==> config.mk <==
export PLATFORM = sky130hd
export DESIGN_NAME = ctrl_seq
export DESIGN_NICKNAME = d
export VERILOG_FILES = /design/src/rtl/ctrl_seq_pkg.sv /design/src/rtl/ctrl_seq_sc_counter.sv /design/src/rtl/ctrl_seq.sv
export SDC_FILE = /design/constraint.sdc
export NUM_CORES = 1
export LEC_CHECK = 0
export BUFFER_PORTS_ARGS = -buffer_cell sky130_fd_sc_hd__buf_2
export CAP_MARGIN = 20
export CORE_AREA = 2 2 98 100
export DETAILED_ROUTE_END_ITERATION = 12
export DIE_AREA = 0 0 100 102
export SYNTH_ARGS = -nofsm -noshare
export SYNTH_HDL_FRONTEND = slang
export SYNTH_SLANG_ARGS = --single-unit
==> constraint.sdc <==
create_clock -name CLK -period 4.38 [get_ports CLK]
set_input_delay 0.438 -clock CLK [delete_from_list [all_inputs] [get_ports CLK]]
set_output_delay 0.438 -clock CLK [all_outputs]
set_load 0.02 [all_outputs]
==> src/rtl/ctrl_seq_pkg.sv <==
// Shared constants for the basic-computer control sequencer and its AC stage.
// Holds the opcode indices (D0..D7), the HLT bit mask, address/data widths,
// the timing-state values T0..T5 and the 3-to-8 opcode decoder.
package ctrl_seq_pkg;
  localparam int AW = 12;
  localparam int DW = 16;

  // Opcode indices into the one-hot D vector
  localparam int D_AND = 0;
  localparam int D_ADD = 1;
  localparam int D_LDA = 2;
  localparam int D_STA = 3;
  localparam int D_BUN = 4;
  localparam int D_BSA = 5;
  localparam int D_ISZ = 6;
  localparam int D_REG = 7;  // register-reference / I/O group

  // Memory-reference opcodes that fetch an operand into DR at T4
  localparam logic [7:0] RD_OPS = 8'((1 << D_AND) | (1 << D_ADD) | (1 << D_LDA));
  // Opcodes whose T4 work lives in another block (write path / AC stage)
  localparam logic [7:0] NOP_OPS = 8'((1 << D_STA) | (1 << D_BSA) | (1 << D_ISZ));

  // Register-reference HLT microoperation bit
  localparam logic [DW-1:0] HLT_MASK = 16'h0001;

  localparam logic [2:0] T0 = 3'd0;
  localparam logic [2:0] T1 = 3'd1;
  localparam logic [2:0] T2 = 3'd2;
  localparam logic [2:0] T3 = 3'd3;
  localparam logic [2:0] T4 = 3'd4;
  localparam logic [2:0] T5 = 3'd5;

  function automatic logic [7:0] dec3(input logic [2:0] op);
    dec3 = 8'd1 << op;
  endfunction
endpackage

==> src/rtl/ctrl_seq_sc_counter.sv <==
// sc_counter: 3-bit sequence counter (SC).
// Ports: CLK, RST_N (async low), i_inc (advance), i_clr (to 0, wins over
// i_inc), o_sc (current count). Holds when neither control is set.
module sc_counter (
  input  logic       CLK,
  input  logic       RST_N,
  input  logic       i_inc,
  input  logic       i_clr,
  output logic [2:0] o_sc
);
  always_ff @(posedge CLK or negedge RST_N) begin
    if (!RST_N)     o_sc <= '0;
    else if (i_clr) o_sc <= '0;
    else if (i_inc) o_sc <= o_sc + 3'd1;
  end
endmodule

==> src/rtl/ctrl_seq.sv <==
// ctrl_seq: timing/control sequencer for the basic computer.
// Runs fetch (T0-T1), decode (T2), indirect (T3), operand fetch / BUN (T4)
// and hands t, D, I, Q_IR and DR to the AC stage.
// Ports: CLK, RST_N (async low), START (resume from halt),
//   MEM_DATA/MEM_ACK/MEM_REQ/MEM_ADDR read handshake, PC, Q_IR, DR, t (=SC),
//   D (one-hot opcode), I (indirect bit), HALTED.
module ctrl_seq
  import ctrl_seq_pkg::*;
(
  input  logic          CLK,
  input  logic          RST_N,
  input  logic          START,
  input  logic [DW-1:0] MEM_DATA,
  input  logic          MEM_ACK,
  output logic          MEM_REQ,
  output logic [AW-1:0] MEM_ADDR,
  output logic [AW-1:0] PC,
  output logic [DW-1:0] Q_IR,
  output logic [DW-1:0] DR,
  output logic [2:0]    t,
  output logic [7:0]    D,
  output logic          I,
  output logic          HALTED
);
  logic [AW-1:0] r_pc, r_ar;
  logic [DW-1:0] r_ir, r_dr;
  logic [7:0]    r_d;
  logic          r_i, r_req, r_halted;
  logic [2:0]    w_sc;
  logic          w_inc, w_clr, w_ack, w_rd_op;

  // ACK only counts while a request is outstanding
  assign w_ack   = r_req & MEM_ACK;
  assign w_rd_op = |(r_d & RD_OPS);

  sc_counter u_sc (
    .CLK   (CLK),
    .RST_N (RST_N),
    .i_inc (w_inc),
    .i_clr (w_clr),
    .o_sc  (w_sc)
  );

  always_comb begin
    w_inc = 1'b0;
    w_clr = 1'b0;
    case (w_sc)
      T0: w_inc = !r_halted || START;
      T1: w_inc = w_ack;
      T2: w_inc = 1'b1;
      T3: begin
        if (r_d[D_REG]) w_clr = 1'b1;
        else if (r_i)   w_inc = w_ack;
        else            w_inc = 1'b1;
      end
      T4: begin
        if (w_rd_op) w_inc = w_ack;
        else         w_clr = 1'b1;   // BUN and NOP_OPS finish here
      end
      default: w_clr = 1'b1;         // T5 and unused codes
    endcase
  end

  always_ff @(posedge CLK or negedge RST_N) begin
    if (!RST_N) begin
      r_pc     <= '0;
      r_ar     <= '0;
      r_ir     <= '0;
      r_dr     <= '0;
      r_d      <= '0;
      r_i      <= 1'b0;
      r_req    <= 1'b0;
      r_halted <= 1'b0;
    end else begin
      case (w_sc)
        // Request is raised on the T0 edge so a zero-wait ACK closes T1
        // in a single cycle. START folds T0 into the resume edge.
        T0: if (!r_halted || START) begin
          r_halted <= 1'b0;
          r_ar     <= r_pc;
          r_req    <= 1'b1;
        end
        T1: if (w_ack) begin
          r_ir  <= MEM_DATA;
          r_pc  <= r_pc + 12'd1;
          r_req <= 1'b0;
        end
        T2: begin
          r_d  <= dec3(r_ir[14:12]);
          r_i  <= r_ir[15];
          r_ar <= r_ir[AW-1:0];
          if (r_ir[15] && r_ir[14:12] != 3'(D_REG)) r_req <= 1'b1;
        end
        T3: begin
          if (r_d[D_REG]) begin
            if (!r_i && |(r_ir & HLT_MASK)) r_halted <= 1'b1;
          end else if (r_i) begin
            if (w_ack) begin
              r_ar  <= MEM_DATA[AW-1:0];
              r_req <= 1'b0;
            end
          end else if (w_rd_op) begin
            r_req <= 1'b1;
          end
        end
        T4: begin
          if (w_rd_op) begin
            // After an indirect read REQ drops for a cycle, re-raise it here
            if (!r_req) r_req <= 1'b1;
            else if (w_ack) begin
              r_dr  <= MEM_DATA;
              r_req <= 1'b0;
            end
          end else if (r_d[D_BUN]) begin
            r_pc <= r_ar;
          end
        end
        default: ;
      endcase
    end
  end

  assign MEM_REQ  = r_req;
  assign MEM_ADDR = r_ar;
  assign PC       = r_pc;
  assign Q_IR     = r_ir;
  assign DR       = r_dr;
  assign t        = w_sc;
  assign D        = r_d;
  assign I        = r_i;
  assign HALTED   = r_halted;
endmodule

==> results of run 1 <==
cell usage after synthesis (all sizes together), types with 6 or more instances:
cell type,instances
a21oi,18
a22o,7
a22oi,12
buf,15
clkbuf,7
dfrtp,70
ha,6
inv,6
mux2,28
nand2,71
nor2,18
nor3,7
o21ai,15
routing by layer:
layer,vias up,GRT usage
li1,1434,-
met3,13,0.0369
met2,93,0.285
met5,-,0
met1,1499,0.283
met4,0,0.0811
area by class of cell:
type                       count  area, µm²  area share
timing repair buffer          94        498       0.116
clock buffer                   9        124      0.0289
sequential                    70       1750       0.409
tap                          111        139      0.0324
multi-input combinational    255       1690       0.394
clock inverter                 6       63.8      0.0149
inverter                       6       22.5     0.00525
flip-flops by register name, indices dropped and copies added (netlist names):
| name | cells |
|---|---|
| DR | 16 |
| Q_IR | 16 |
| MEM_ADDR | 12 |
| PC | 12 |
| D | 8 |
| u_sc.o_sc | 3 |
| HALTED | 1 |
| I | 1 |
| MEM_REQ | 1 |
cells by family (layout without fill, tap and decap cells):
kind of cell             after synthesis  count (layout)  synth area share
AO/OA/AOI/OAI                         85              85             0.166
flip-flops                            70              70             0.491
adder cells (fa/ha/maj)                6               6            0.0210
multiplexers                          32              32            0.0996
buffers and inverters                 28             115            0.0361
AND/OR/NAND/NOR                      132             132             0.186
critical path, delay by kind of cell, from the launching register on:
family,cells,cell delay [ns]
and+or+nand+nor,2,1.32
buffers and inverters,1,0.13
muxes,1,0.41
DFF,1,0.45
adders and majority gates,1,0.32
report_power, final:
part | leakage [nW] | internal [mW] | switching (mW)
Sequential | 0.888 | 0.931 | 0.322
Combinational | 1.10 | 0.671 | 1.02
Clock | 0.0911 | 0.259 | 0.259
Total | 2.08 | 1.86 | 1.60
stage by stage:
step	setup slack [ns]	std cells	instance area (µm²)	total power, mW	hold WS [ns]
after floorplan	2.28	353	3570	2.41	0.142
after detailed placement	1.61	534	4070	2.96	0.490
after global placement	1.69	534	4070	2.92	0.458
after global routing	1.37	551	4290	3.72	0.300
after CTS	1.61	549	4260	3.48	0.278
final	1.63	551	4290	3.46	0.304
worst max-delay path by stage:
stage,slack [ns],cells past startpoint,startpoint,endpoint
final,1.63,5,u_sc.o_sc[0]$_DFFE_PN0P_,DR[0]$_DFFE_PN0P_
after global routing,1.37,5,u_sc.o_sc[0]$_DFFE_PN0P_,DR[1]$_DFFE_PN0P_
after CTS,1.61,5,u_sc.o_sc[0]$_DFFE_PN0P_,DR[0]$_DFFE_PN0P_
after detailed placement,1.61,5,u_sc.o_sc[0]$_DFFE_PN0P_,DR[12]$_DFFE_PN0P_
after global placement,1.69,5,u_sc.o_sc[0]$_DFFE_PN0P_,DR[14]$_DFFE_PN0P_
after floorplan,2.28,7,u_sc.o_sc[2]$_DFFE_PN0P_,u_sc.o_sc[2]$_DFFE_PN0P_
==> flow_summary.yaml, run 1 <==
clock_tree:
  clk_latency_ns: 0.35
  cts_max_level: 3
  clkTransAtPathRegs_ns: 0.08
  cts.repair.resized: 0
  cts_tree: "yes"
  root_buffer: "clkbuf_8"
  holdBufCountCts: 0
  cts_buffers: 9
  clockBufferDepth: 2
  clock-sinks: 70
  postCtsSetupBuffers: 0
routing:
  avgRoutedWirePerCell_um: 17.2
  wl_um: 9490
  ant_nets: 0
  drt_iter0_drc: 147
  first_pass_iters: 4
  met1_length_um: 4400
  met3_length_um: 558
  routed.top_layer: "met4"
  drcViolationCount: 0
  drt-vias-per-instance: 5.52
  vias: 3039
  wl_met2_um: 4360
setup_path:
  r2r_slack_ns: 1.63
  worstPathArrival_ns: 2.98
  r2r-end: "DR[0]$_DFFE_PN0P_"
  cpPeakStageDelay_ns: 0.82
  crit_path_cell_trace: "inv_1 -> ha_1 -> nand2_1 -> nor3_4 -> mux2_2"
  crit_path_max_fanout: 22
  path_class: "reg2reg"
  worstReg2RegStart: "u_sc.o_sc[0]$_DFFE_PN0P_"
  slowest_stage: "nor3_4"
  crit_required_ns: 4.61
  r2r_cells: 5
  endpoint_kind: "flop"
  setup.worst_path.start_class: "flop"
timing:
  setup_viol: 0
  worst_pin_slew_ns: 0.804
  hold_viol_final: 0
  rsz0062_at_grt: "no"
  maxSlewHeadroom: 0.464
  fmax_mhz: 363
  finalCritPeriodShare: 0.629
  finClkSkew_ns: 0.00967
  tns_ns: 0
  finalCriticalPeriod_ns: 2.75
  drv_slew: 0
job:
  max-cap-violations: 0
final_layout:
  diodes: 0
  nFillCells: 896
  final_cell_mix: "buf_2 (89), nand2_1 (71), dfrtp_1 (70)"
  drive_gt1_frac: 0.323
  final_common_cell: "buf_2"
  post-route-util: 0.471
  area_growth_pct: 20.1
  final_nets: 462
min_path:
  hold_class: "in2reg"
  min_to: "Q_IR[15]$_DFFE_PN0P_"
  hold_depth: 3
  hold_start: "MEM_DATA[15]"
floorplan:
  io_pins: 90
  core_region_area_mm2: 0.00911
  die_area_mm2: 0.0102
  die_h_um: 102
  start_util: 0.392
  die_width_um: 100
  num_rows: 35
power:
  power_density_mw_per_mm2: 808
  ir_drop_mv: 0.306
  p_leak_nw: 2.08
yosys:
  ys_seq_elements: 70
  syn_area_per_cell_um2: 10.1
  synth-edff-count: 0
  syn_inst: 353
  ys_seq_area_frac: 0.491
  synth_top_flop_cell: "dfrtp_1"
  synth_top_cell_area_share: 0.491
  ys_warn_count: 0
  synth_top_cell_by_area: "dfrtp_1"
  syn_area_mm2: 0.00357
  async_reset_ff_frac: 1.00
  syn_nets: 379
  ys_top_cells_by_area: "dfrtp_1 (49%), mux2_2 (8.8%), nand2_1 (7.5%)"
  synth.distinct_cells: 57
placement:
  dpl.hpwl_um: 6750
  io_buffer_count: 89
  gp_congestion: 0.862
global_route:
  grt_start_max_net_pins: 45
  antenna_found_initial: 0
  grt-ovfl-total: 0
  grt_pass1_wl_um: 15300
  grt_pass1_vias: 2884
  grt_use_total: 0.194
run_status:
  outcome: "complete, no violations"
(Power assumes the default switching activity.)
==> run 2, diff against run 1 <==
Settings changed: ABC_AREA from default to 1, CORE_AREA 2 2 98 100 to 2 2 99 101, DIE_AREA 0 0 100 102 to 0 0 101 103.
Clock period 4.38 ns to 2.6 ns, I/O delays scaled along.
==> run 2 against run 1 <==
Cell area is 2.8% higher. Utilization is 0.49 points lower. Global-route usage is 0.24 points lower. Total power is 65% higher. Fmax is 29% higher. Worst hold slack worse by 0.12 ns. Die area is 2.0% higher.
==> flow_summary.yaml, run 2 <==
global_route:
  grt-ovfl-total: 0
  antenna_found_initial: 0
  grt_start_max_net_pins: 35
  grt_pass1_vias: 3066
  grt_pass1_wl_um: 15700
  grt_use_total: 0.192
final_layout:
  final_common_cell: "nand2_1"
  drive_gt1_frac: 0.221
  diodes: 0
  area_growth_pct: 20.8
  final_nets: 601
  final_cell_mix: "nand2_1 (175), buf_2 (89), dfrtp_1 (70)"
yosys:
  ys_seq_area_frac: 0.480
  syn_nets: 510
  synth_top_flop_cell: "dfrtp_1"
  syn_area_mm2: 0.00365
  synth-edff-count: 0
  ys_seq_elements: 70
  synth_top_cell_area_share: 0.480
  yosysMostFrequentCell: "nand2_1"
  synth_top_cell_by_area: "dfrtp_1"
  ys_warn_count: 0
  synth.distinct_cells: 32
  async_reset_ff_frac: 1.00
  syn_inst: 484
  syn_area_per_cell_um2: 7.54
  synth_commonest_cells: "nand2_1 (175), dfrtp_1 (70), o21ai_0 (51)"
  ys_top_cells_by_area: "dfrtp_1 (48%), nand2_1 (18%), o21ai_0 (7.0%)"
setup_path:
  r2r-end: "MEM_ADDR[10]$_DFFE_PN0P_"
  r2r_slack_ns: 0.46
  crit_path_max_fanout: 16
  slowest_stage: "dfrtp_1"
  setup.worst_path.start_class: "flop"
  r2r_cells: 8
  worstReg2RegStart: "u_sc.o_sc[0]$_DFFE_PN0P_"
  crit_path_cell_trace: "ha_1 -> ha_1 -> nand2_1 -> nand2_1 -> nor3_2 -> nand2_1 -> nand2_1 -> nand2_1"
  cpPeakStageDelay_ns: 0.45
  cpMostUsedCell: "nand2_1"
  path_class: "reg2reg"
  endpoint_kind: "flop"
  worstPathArrival_ns: 2.37
  crit_required_ns: 2.84
floorplan:
  die_width_um: 101
  start_util: 0.386
  io_pins: 90
  die_h_um: 103
  core_region_area_mm2: 0.00946
  num_rows: 36
  die_area_mm2: 0.0104
timing:
  drv_slew: 0
  fmax_mhz: 468
  setup_viol: 0
  finalCritPeriodShare: 0.823
  maxSlewHeadroom: 0.567
  finalCriticalPeriod_ns: 2.14
  rsz0062_at_grt: "no"
  tns_ns: 0
  worst_pin_slew_ns: 0.649
  hold_viol_final: 0
  finClkSkew_ns: 0.0104
power:
  power.total_mw: 5.73
  p_leak_nw: 2.46
  power_density_mw_per_mm2: 1300
  ir_drop_mv: 0.443
routing:
  drt-vias-per-instance: 4.86
  drt_iter0_drc: 183
  ant_nets: 0
  drcViolationCount: 0
  avgRoutedWirePerCell_um: 13.9
  first_pass_iters: 5
  vias: 3371
  wl_um: 9640
min_path:
  min_to: "DR[14]$_DFFE_PN0P_"
  hold_depth: 3
  hold_start: "MEM_DATA[14]"
  hold_class: "in2reg"
clock_tree:
  cts_buffers: 9
  clock-sinks: 70
  postCtsSetupBuffers: 0
  root_buffer: "clkbuf_8"
  clk_latency_ns: 0.34
  clkTransAtPathRegs_ns: 0.08
  cts_max_level: 3
  cts_tree: "yes"
  clockBufferDepth: 2
run_status:
  outcome: "complete, no violations"
placement:
  gp_congestion: 0.855
  io_buffer_count: 89
  dpl.hpwl_um: 7160
job:
  max-cap-violations: 0
[run 2: cell types whose count changed after synthesis, moves of 7 or more]
cell / before / now
nand3_1: 5 / 36
a22oi_1: 12 / 1
inv_1: 6 / 42
nand2_1: 71 / 175
a22o_1: 7 / 0
a31oi_1: 0 / 11
o21ai_0: 14 / 51
nor2_1: 18 / 41
a21oi_1: 18 / 1
mux2_2: 28 / 0
[run 2: area by class of cell]
class                           count  area (µm²)
Inverter                           45         171
Multi-Input combinational cell    350        1620
Clock buffer                       13         159
Timing Repair Buffer               99         523
Clock inverter                      3        42.5
Sequential cell                    70        1750
Fill cell                         971        5050
Tap cell                          114         143
[run 2: repair_timing]
action / in CTS / in global routing
endpoints found under the setup margin: 0 / 0
hold endpoints to repair: 23 / 0
hold buffers: 1 / 0
resized for setup: 0 / 0
[run 2: critical path, delay by kind of cell, from the launching register on]
family,cells,cell delay [ns]
simple gates,6,0.95
fa+ha+maj,2,0.64
flops,1,0.45
[run 2: how the worst max path moves through the flow]
stage | startpoint | to | cells past startpoint
2_1_floorplan | u_sc.o_sc[0]$_DFFE_PN0P_ | MEM_ADDR[10]$_DFFE_PN0P_ | 10
3_3_place_gp | u_sc.o_sc[0]$_DFFE_PN0P_ | MEM_ADDR[1]$_DFFE_PN0P_ | 8
3_5_place_dp | u_sc.o_sc[0]$_DFFE_PN0P_ | MEM_ADDR[10]$_DFFE_PN0P_ | 8
4_1_cts | u_sc.o_sc[0]$_DFFE_PN0P_ | MEM_ADDR[10]$_DFFE_PN0P_ | 8
5_1_grt | u_sc.o_sc[0]$_DFFE_PN0P_ | MEM_ADDR[6]$_DFFE_PN0P_ | 8
6_report | u_sc.o_sc[0]$_DFFE_PN0P_ | MEM_ADDR[10]$_DFFE_PN0P_ | 8
[run 2: logic make-up after synthesis]
group	count (synthesis)	synth area share
flip-flops	70	0.480
adder cells (fa/ha/maj)	6	0.0206
AND/OR/NAND/NOR	270	0.308
AO/OA/AOI/OAI	70	0.105
buffers and inverters	64	0.0768
multiplexers	1	0.00274
XOR/XNOR	3	0.00721
[run 2: metal layers]
metal | track usage | routed length [µm] | vias up
met2 | 0.284 | 4390 | 98
met4 | 0.0728 | 105 | 0
met1 | 0.285 | 4650 | 1535
met3 | 0.0292 | 490 | 10
met5 | 0 | 0 | -
li1 | - | - | 1728
[run 2: metrics by stage]
step / std cells / cell area (µm²) / hold slack (ns) / utilization / worst slack (ns)
3_3_place_gp: 677 / 4190 / 0.314 / 0.443 / 0.542
6_report: 694 / 4410 / 0.188 / 0.466 / 0.461
5_1_grt: 694 / 4410 / 0.177 / 0.466 / 0.226
4_1_cts: 694 / 4410 / 0.174 / 0.466 / 0.482
3_5_place_dp: 677 / 4190 / 0.327 / 0.443 / 0.486
2_1_floorplan: 484 / 3650 / -0.0356 / - / 0.663
[run 2: where the power goes]
part	internal [mW]	switching [mW]	total, mW	leakage [nW]
sequential	1.54	0.459	1.99	0.911
combinational	0.944	1.88	2.83	1.45
clock	0.496	0.411	0.906	0.0996
==> run 3, diff against run 2 <==
Clock period 2.6 ns to 1.7 ns, I/O delays scaled along.
==> run 3 against run 2 <==
Register-to-register slack got worse by 0.39 ns. Flip-flop and latch count unchanged. Clock skew up 0.0019 ns. Routed wire length rose by 1.6%. Cell area up 7.4%. Critical path type unchanged. Critical endpoint is now MEM_ADDR[11]$_DFFE_PN0P_.
==> flow_summary.yaml, run 3 (synthesized netlist as in run 2, its figures left out) <==
timing:
  rsz0062_at_grt: "yes"
  worst_hold_slack_ns: 0.0960
  hold_viol_final: 0
  worst_pin_slew_ns: 0.381
  setup_viol: 0
  finClkSkew_ns: 0.0123
  finalCriticalPeriod_ns: 1.63
  drv_slew: 0
  fmax_mhz: 613
  finalCritPeriodShare: 0.960
  setup_ws_ns: 0.0683
  maxSlewHeadroom: 0.746
routing:
  wl_um: 9800
  drt_iter0_drc: 148
  drcViolationCount: 0
  avgRoutedWirePerCell_um: 13.8
  drt-vias-per-instance: 4.85
  ant_nets: 0
  vias: 3443
  first_pass_iters: 4
setup_path:
  crit_path_cell_trace: "ha_4 -> ha_4 -> nand2_4 -> nand2_2 -> nor3_4 -> buf_6 -> nand3_1 -> nand2_1"
  worstPathArrival_ns: 1.91
  crit_path_max_fanout: 12
  crit_required_ns: 1.98
  crit_path_start: "u_sc.o_sc[0]$_DFFE_PN0P_"
  setup.worst_path.start_class: "flop"
  slowest_stage: "dfrtp_2"
  crit_buf_inv: 1
  cpPeakStageDelay_ns: 0.46
  path_class: "reg2reg"
  cpMostUsedCell: "ha_4"
  worstReg2RegStart: "u_sc.o_sc[0]$_DFFE_PN0P_"
  endpoint_kind: "flop"
  r2r_slack_ns: 0.07
  critPathTopFamily: "simple AND/OR/NAND/NOR gates"
final_layout:
  final_common_cell: "nand2_1"
  diodes: 0
  final_nets: 617
  post-route-util: 0.500
  area_growth_pct: 29.7
  final_cell_mix: "nand2_1 (170), buf_2 (89), dfrtp_1 (67)"
  layout.cells.non_filler: 710
  drive_gt1_frac: 0.280
power:
  power.total_mw: 9.45
  p_leak_nw: 2.60
  power_density_mw_per_mm2: 2000
  ir_drop_mv: 0.712
min_path:
  hold_class: "in2reg"
  hold_start: "MEM_DATA[15]"
global_route:
  grt_pass1_vias: 3292
  grt_pass1_wl_um: 16200
  grt_start_max_net_pins: 71
  grt_use_total: 0.197
  grt-ovfl-total: 0
  antenna_found_initial: 0
clock_tree:
  clk_latency_ns: 0.35
  clkTransAtPathRegs_ns: 0.08
  cts_buffers: 9
  root_buffer: "clkbuf_8"
  cts_max_level: 3
  clock-sinks: 70
  clockBufferDepth: 2
  cts_tree: "yes"
job:
  max-cap-violations: 0
floorplan:
  core_region_area_mm2: 0.00946
  io_pins: 90
  die_h_um: 103
  die_area_mm2: 0.0104
  die_width_um: 101
  start_util: 0.386
  num_rows: 36
placement:
  gp_congestion: 0.874
  dpl.hpwl_um: 7210
  io_buffer_count: 89
  place_ws_ns: -0.0364
  dp.cells: 686
run_status:
  outcome: "complete, no violations"
[run 3: cell count changes in the layout (fill, tap and decap cells not counted), moves of 4 or more]
cell | before | now
nand2_4 | 0 | 4
ha_4 | 0 | 4
ha_1 | 6 | 2
buf_4 | 9 | 18
inv_1 | 42 | 38
nand2_1 | 175 | 170
[run 3: final cells by class]
type,count,area (µm²)
inverter,45,176
fill,947,4730
clock inverter,5,57.6
timing repair buffer,115,709
sequential,70,1760
multi-input combinational,350,1740
clock buffer,11,151
tap,114,143
[run 3: path summary, 6_finish.rpt]
| check | endpoint | cells past startpoint |
|---|---|---|
| max | MEM_ADDR[11]$_DFFE_PN0P_ | 8 |
| min | Q_IR[15]$_DFFE_PN0P_ | 3 |
| max reg2reg | MEM_ADDR[11]$_DFFE_PN0P_ | 8 |
| min reg2reg | DR[7]$_DFFE_PN0P_ | 2 |
| max in group asynchronous | PC[8]$_DFFE_PN0P_ | 3 |
| min in group asynchronous | MEM_REQ$_DFFE_PN0P_ | 3 |
[run 3: power breakdown]
| group | leakage (nW) | switching, mW | total [mW] | internal (mW) |
|---|---|---|---|---|
| Combinational | 1.59 | 3.14 | 5.01 | 1.86 |
| Clock | 0.109 | 0.650 | 1.41 | 0.758 |
| Sequential | 0.907 | 0.678 | 3.03 | 2.36 |
| Total | 2.60 | 4.47 | 9.45 | 4.98 |
[run 3: worst reg2reg max path: cells and delay by family, from the launching register on]
family	cells	cell delay [ns]
adders and majority gates	2	0.37
and+or+nand+nor	5	0.55
buffers and inverters	1	0.18
DFF	1	0.46
[run 3: layer usage]
metal	up-vias	routed length (µm)	track usage
met3	13	470	0.0292
met4	0	184	0.0790
li1	1755	-	-
met1	1589	4670	0.287
met5	-	0	0
met2	86	4470	0.295
[run 3: repair_timing]
action                                  4_1_cts  5_1_grt
endpoints found under the hold margin        70        0
endpoints found under the setup margin       12       44
pin swaps                                     0        7
resized for setup                             1       22
hold buffers                                  1        0
gates cloned                                  0        1
buffers inserted                              1        5
[run 3: per-stage QoR]
stage,TNS [ns],area (µm²)
floorplan,-0.350,3720
global placement,0,4360
detailed placement,-0.130,4360
CTS,-0.0603,4590
global route,-0.0723,4730
finish,0,4730
